$ cat src/rtl/peak_event_queue.sv
// Change-detect event queue behind max_hold: timestamps each change of the held
// maximum and drains {value, timestamp} over valid/ready, counting overflow drops.
module peak_event_queue #(
    parameter int data_width = 3,
    parameter int ts_width   = 16,
    parameter int fifo_depth = 4,
    parameter int drop_width = 8
) (
    input  logic                            clock,
    input  logic                            reset,
    input  logic                            clear,
    input  logic [data_width-1:0]           max_in,
    input  logic                            out_ready,
    output logic                            out_valid,
    output logic [data_width-1:0]           out_value,
    output logic [ts_width-1:0]             out_timestamp,
    output logic [$clog2(fifo_depth):0]     level,
    output logic                            overflow,
    output logic [drop_width-1:0]           drop_count
);

    localparam int aw = $clog2(fifo_depth);
    localparam int lw = aw + 1;

    typedef struct packed {
        logic [data_width-1:0] value;
        logic [ts_width-1:0]   ts;
    } entry_t;

    entry_t                mem [fifo_depth];
    entry_t                head;
    entry_t                head_next;
    entry_t                new_entry;

    logic [ts_width-1:0]   ts_q;
    logic [data_width-1:0] prev_q;
    logic [aw-1:0]         wr_ptr;
    logic [aw-1:0]         rd_ptr;
    logic [aw-1:0]         rd_next;
    logic [lw-1:0]         level_next;

    logic                  push;
    logic                  pop;
    logic                  full;
    logic                  do_push;
    logic                  drop;

    assign new_entry  = '{value: max_in, ts: ts_q};
    assign push       = (max_in != prev_q);
    assign pop        = out_valid & out_ready;
    assign full       = (level == lw'(fifo_depth));
    assign do_push    = push & (~full | pop);
    assign drop       = push & full & ~pop;
    assign level_next = level + lw'(do_push) - lw'(pop);
    assign rd_next    = rd_ptr + aw'(pop);

    // Registered head: whatever will sit at rd_next after this edge.
    always_comb begin
        head_next = head;
        if (pop) begin
            if (level == lw'(1))
                head_next = do_push ? new_entry : '0;
            else
                head_next = mem[rd_next];
        end else if (level == '0 && do_push) begin
            head_next = new_entry;
        end
    end

    always_ff @(posedge clock) begin
        if (do_push && !clear)
            mem[wr_ptr] <= new_entry;
    end

    always_ff @(posedge clock or negedge reset) begin
        if (!reset) begin
            ts_q       <= '0;
            prev_q     <= '0;
            wr_ptr     <= '0;
            rd_ptr     <= '0;
            level      <= '0;
            head       <= '0;
            out_valid  <= 1'b0;
            overflow   <= 1'b0;
            drop_count <= '0;
        end else if (clear) begin
            ts_q       <= '0;
            prev_q     <= '0;
            wr_ptr     <= '0;
            rd_ptr     <= '0;
            level      <= '0;
            head       <= '0;
            out_valid  <= 1'b0;
            overflow   <= 1'b0;
            drop_count <= '0;
        end else begin
            ts_q      <= ts_q + ts_width'(1);
            prev_q    <= max_in;
            level     <= level_next;
            rd_ptr    <= rd_next;
            head      <= head_next;
            out_valid <= (level_next != '0);
            if (do_push)
                wr_ptr <= wr_ptr + aw'(1);
            if (drop) begin
                overflow <= 1'b1;
                if (drop_count != '1)
                    drop_count <= drop_count + drop_width'(1);
            end
        end
    end

    assign out_value     = head.value;
    assign out_timestamp = head.ts;

endmodule

$ cat config.mk
export PLATFORM = sky130hd
export DESIGN_NAME = peak_event_queue
export DESIGN_NICKNAME = d
export VERILOG_FILES = /design/src/rtl/peak_event_queue.sv
export SDC_FILE = /design/constraint.sdc
export NUM_CORES = 1
export LEC_CHECK = 0
export ABC_AREA = 1
export CAP_MARGIN = 20
export CORE_MARGIN = 1
export CORE_UTILIZATION = 45
export CTS_CLUSTER_SIZE = 24
export DETAILED_ROUTE_END_ITERATION = 12
export PLACE_DENSITY = 0.7
export SKIP_CTS_REPAIR_TIMING = 1
export SLEW_MARGIN = 10
export SYNTH_ARGS = -nofsm -noshare
export SYNTH_HDL_FRONTEND = slang
export SYNTH_SLANG_ARGS = --single-unit
$ cat constraint.sdc
create_clock -name clock -period 5.6 [get_ports clock]
set_input_delay 0.56 -clock clock [delete_from_list [all_inputs] [get_ports clock]]
set_output_delay 0.56 -clock clock [all_outputs]
set_load 0.03 [all_outputs]
* Word level (Yosys, flattened, before mapping)
Memories as Yosys holds them, arrays and structs flattened.
Cells that the tools add are included.
** Word-level totals
- Input bits :: 7
- Bits in registers :: 55
- Bits in writable memories :: 76
- Output and inout port bits :: 32
- Memories :: 1
** Operators by class
- Reductions and logical operators :: 10
- Mux-type cells :: 19
- Add/sub/neg operators :: 6
- Bitwise logic cells :: 7
- Equality and inequality tests :: 4
** Memory list
- mem :: words 4, width 19, rd ports 1, clocked after memory_dff 0, wr ports 1, RTL line 30 : entry_t mem [fifo_depth];
** Operator list (number)
- $mux W19 :: 5
- $mux W8 :: 3
- $add A16 B1 Y16 const B :: 1
- $mux W16 :: 1
- $add A8 B1 Y8 const B :: 1
- $ne A8 B8 Y1 const B :: 1
- $mux W2 :: 3
- $mux W3 :: 2
- $reduce_bool A2 Y1 :: 3
- $reduce_bool A3 Y1 :: 2
- $mux W1 :: 5
- $and A1 B1 Y1 :: 4
- $add A3 B1 Y3 :: 1
- $eq A3 B1 Y1 const B :: 1
- $eq A3 B3 Y1 const B :: 1
- $logic_not A3 Y1 :: 1
- $ne A3 B3 Y1 :: 1
- $sub A3 B1 Y3 :: 1
- $add A2 B1 Y2 :: 1
- $add A2 B1 Y2 const B :: 1
- $logic_and A1 B1 Y1 :: 2
- $not A1 Y1 :: 2
- $reduce_and A2 Y1 :: 1
- $logic_not A1 Y1 :: 1
- $or A1 B1 Y1 :: 1

* Logic depth before layout (Yosys ltp)
- Word-level depth :: 8
- Mapped depth :: 12

* Worst setup path after synthesis
OpenSTA, ideal clock, no wires.
- Path kind :: register to register
- From :: register level[1]
- To :: memory mem[0][0] (netlist bit), enable pin
- Buffers on the path :: 0
- Arrival time :: 2029 ps
- Slack :: 3176 ps
- Cell stages (with the launch flop) :: 8
- Required time :: 5205 ps
- Library setup time :: 395 ps
- Cell sequence :: dfrtp_1 -> nor2_1 -> and3_1 -> inv_1 -> nand2_1 -> inv_1 -> nand2_1 -> nor2_1
** On the way
- Longest elaborated chain between the ends :: 7
** Ends and longest elaborated chain
- start: declaration :: RTL line 17 : output logic [$clog2(fifo_depth):0] level,
- start signal: assignment :: RTL line 99 : level <= level_next;
- $eq A3 B3 Y1 :: RTL line 51 : assign full = (level == lw'(fifo_depth));
- $not A1 Y1 :: RTL line 52 : assign do_push = push & (~full | pop);
- $or A1 B1 Y1 :: RTL line 52
- $and A1 B1 Y1 :: RTL line 52
- $logic_and A1 B1 Y1 :: RTL line 71 : if (do_push && !clear)
- $mux W1 :: RTL line 71
- $mux W1 (implied by the code) :: RTL line 72 : mem[wr_ptr] <= new_entry;
- end: declaration :: RTL line 30
Every way passes these cells.

* Worst setup path after layout
- From :: input out_ready
- To :: register head, in the netlist out_timestamp[5]
** On the way
- Longest elaborated chain between the ends :: 7
** Ends and longest elaborated chain
- start: declaration :: RTL line 13 : input logic out_ready,
- $and A1 B1 Y1 (*) :: RTL line 50 : assign pop = out_valid & out_ready;
- branches (longest 6 deep; another with $mem_v2 Z4 W19)
- end signal: assignment :: RTL line 101 : head <= head_next;
- end: declaration :: RTL line 31 : entry_t head;
Every way passes the cells marked *.
A chain may end at the register's enable or synchronous reset.

==> results.sh <==
export IMPL_cts_root_buf="clkbuf_16"
export IMPL_worst_slack_ps=2770
export IMPL_cp_slowest_stage_delay_ps=530
export IMPL_first_global_vias=4147
export IMPL_synth_top_area_frac=0.397
export IMPL_leakagePower_uw=0.00294
export IMPL_rsz0062_at_grt="no"
export IMPL_slew_headroom=0.299
export IMPL_cp_arrival_ps=3180
export IMPL_drt_iter0_drc=249
export IMPL_ys_seq_elements=131
export IMPL_yosys_area_top_type="edfxtp_1"
export IMPL_wirelength_mm=12.9
export IMPL_syn_area_per_cell_um2=10.1
export IMPL_vias=4146
export IMPL_power_density_mw_per_mm2=496
export IMPL_htree_levels=4
export IMPL_hpwl_mm=7.51
export IMPL_core_area_mm2=0.0122
export IMPL_yosys_warnings=0
export IMPL_timing_critical_path_buf_inv=5
export IMPL_period_needed_ps=2830
export IMPL_worst_path_most_repeated_cell="nand2_1"
export IMPL_crit_type="input port to register"
export IMPL_start_kind="input port"
export IMPL_port_buffers=38
export IMPL_skew_ps=6.59
export IMPL_crit_family="buffers and inverters"
export IMPL_ys_types=35
export IMPL_die_y_um=115
export IMPL_tightestPinTransition_ps=1050
export IMPL_reg2reg_to="out_timestamp[5]"
export IMPL_die_area_mm2=0.0132
export IMPL_io_pins=39
export IMPL_fmax_mhz=354
export IMPL_placementRows=40
export IMPL_ant_nets=0
export IMPL_period_share=0.504
export IMPL_finalMaxSlewViolations=0
export IMPL_fin_setup_tns_ps=0
export IMPL_r2r_start="out_valid"
export IMPL_status="finished clean"
export IMPL_worstSetupEndpointType="register"
export IMPL_syn_nets=587
export IMPL_clock_path_buffers=2
export IMPL_cts_buffers=17
export IMPL_critPathSlowestCell="inv_1"
export IMPL_post_route_cells_drive_above_1_share=0.0877
export IMPL_hold_viol=0
export IMPL_chipWidth_um=115
export IMPL_wl_per_cell_um=16.2
export IMPL_cp_required_ps=5950
export IMPL_syn_area_mm2=0.00575
export IMPL_startpoint="out_ready"
export IMPL_cp_max_fo=39
export IMPL_gp_congestion=0.743
export IMPL_worstRegToRegCells=12
export IMPL_clkTransAtPathRegs_ps=60
export IMPL_max_vdd_ir_drop_mv=0.351
export IMPL_path_cells="clkdlybuf4s50_1 -> nand2_2 -> inv_1 -> ha_1 -> buf_4 -> inv_1 -> buf_16 -> nor2_1 -> o21ai_0 -> nand3_1 -> nand2_1 -> nand2_1 -> nand2_1"
export IMPL_nNetsFinal=631
export IMPL_n_antenna_cell=0
export IMPL_drv_cap=0
export IMPL_initial_core_util=0.471
export IMPL_rrSetupSlack_ps=2940
export IMPL_synthToLayoutAreaGrowth_pct=21.1
export IMPL_synth_area_leaders="edfxtp_1 (40%), dfrtp_1 (24%), nand2_1 (7.5%)"
export IMPL_first_pass_iters=5
export IMPL_grt_first_pass_wirelength_mm=21.3
export IMPL_pre_cts_slack_ps=2400
export IMPL_clock_sinks=131
export IMPL_finalSetupViolCount=0
export IMPL_ys_seq_area_frac=0.636
export IMPL_antenna_found_initial=0
export IMPL_grtUsageTotal=0.217
export IMPL_syn_inst=570
export IMPL_grt_max_degree=56
export IMPL_vias_per_cell=5.22
export IMPL_grt_overflow_total=0
export IMPL_drc_errors=0
export IMPL_clkLatencyLatePin_ps=420
export IMPL_cts_tree="done"
export IMPL_hold_path_class="input port to asynchronous set/reset pin"
## synthesized netlist by cell type
cell	instances
o21ai_0	44
xor2_1	7
nor3b_4	1
nand3_2	3
xnor2_1	5
fa_1	1
nor2_1	112
buf_4	3
a21oi_4	1
nand2_1	115
o21a_1	2
buf_1	1
inv_2	2
nor3b_1	1
nor3_1	5
inv_1	31
a31oi_1	1
a21oi_1	11
buf_2	9
o21ai_1	2
nand2_2	3
nand3_1	54
nand2_4	1
ha_1	9
nor2_2	1
clkbuf_1	6
dfrtp_1	55
nor3b_2	1
buf_6	2
edfxtp_1	76
clkbuf_4	1
and3_1	1
nand4_1	1
nor3_2	1
nor2_4	1
## report_power, final
| part | total, uW | internal [uW] | switching (uW) | leakage [uW] |
|---|---|---|---|---|
| Clock | 1240 | 830 | 409 | 0.000310 |
| Combinational | 962 | 311 | 650 | 0.00117 |
| Sequential | 1250 | 1170 | 78.6 | 0.00146 |
| Total | 3450 | 2310 | 1140 | 0.00294 |
## area by class of cell
type | count | area, um2
Fill cell | 1074 | 5250
Sequential cell | 131 | 3660
Multi-Input combinational cell | 384 | 1850
Timing Repair Buffer | 47 | 463
Clock buffer | 17 | 425
Clock inverter | 15 | 236
Tap cell | 168 | 210
Inverter | 33 | 124
## registers in the layout, summed over array words and instances, names as in the netlist
signal         count
ts_q              16
mem               76
drop_count         8
out_timestamp     16
level              3
rd_ptr             2
out_valid          1
out_value          3
prev_q             3
overflow           1
wr_ptr             2
## routing by layer
metal	GRT usage	vias to the layer above	part of all wire	routed length, um
met5	0	-	0	0
met4	0.0788	0	0.015	195
met3	0.0532	25	0.065	841
li1	-	1984	-	-
met1	0.284	1981	0.43	5510
met2	0.353	156	0.49	6320
## kinds of logic (layout without fill, tap and decap cells)
group	after synthesis	after routing	share of synthesized area
buffers and inverters	55	112	0.0431
flip-flops	131	131	0.636
XOR/XNOR	12	12	0.0183
AND/OR/NAND/NOR	301	301	0.224
adder cells (fa/ha/maj)	10	10	0.0231
AO/OA/AOI/OAI	61	61	0.0561
## worst max-delay path by stage
stage | end | slack, ps | depth (start not counted)
6_report | out_timestamp[5] | 2770 | 13
5_1_grt | out_timestamp[13] | 2580 | 13
4_1_cts | out_timestamp[5] | 2810 | 13
3_5_place_dp | out_timestamp[13] | 2400 | 13
3_3_place_gp | out_timestamp[0] | 2180 | 12
2_1_floorplan | mem[0][0] | 3180 | 7
## cells in the final DEF, fill, tap and decap left out, types with 2 or more instances in the layout
| cell type | Yosys | layout |
|---|---|---|
| xor2_1 | 7 | 7 |
| xnor2_1 | 5 | 5 |
| buf_4 | 3 | 8 |
| inv_2 | 2 | 2 |
| o21ai_1 | 2 | 2 |
| dfrtp_1 | 55 | 55 |
| inv_1 | 31 | 31 |
| a21oi_1 | 11 | 11 |
| nand2_2 | 3 | 3 |
| clkinv_1 | 0 | 2 |
| nor3_1 | 5 | 5 |
| nand2_1 | 115 | 115 |
| o21a_1 | 2 | 2 |
| clkbuf_16 | 0 | 17 |
| bufinv_16 | 0 | 6 |
| nand3_1 | 54 | 54 |
| o21ai_0 | 44 | 44 |
| clkinvlp_4 | 0 | 4 |
| edfxtp_1 | 76 | 76 |
| nor2_1 | 112 | 112 |
| clkdlybuf4s50_1 | 0 | 37 |
| ha_1 | 9 | 9 |
| clkinv_2 | 0 | 2 |
| nand3_2 | 3 | 3 |
## through the flow
stage | util | area [um2] | power, uW | hold WS [ps] | cells
5_1_grt | 0.570 | 6960 | 3630 | 344 | 795
6_report | 0.570 | 6960 | 3450 | 276 | 795
3_5_place_dp | 0.516 | 6300 | 2230 | 493 | 763
4_1_cts | 0.570 | 6960 | 3470 | 308 | 795
2_1_floorplan | - | 5750 | 1920 | 264 | 570
3_3_place_gp | 0.514 | 6270 | 2180 | 491 | 762
Note: power is estimated with default switching activity, not from simulation.
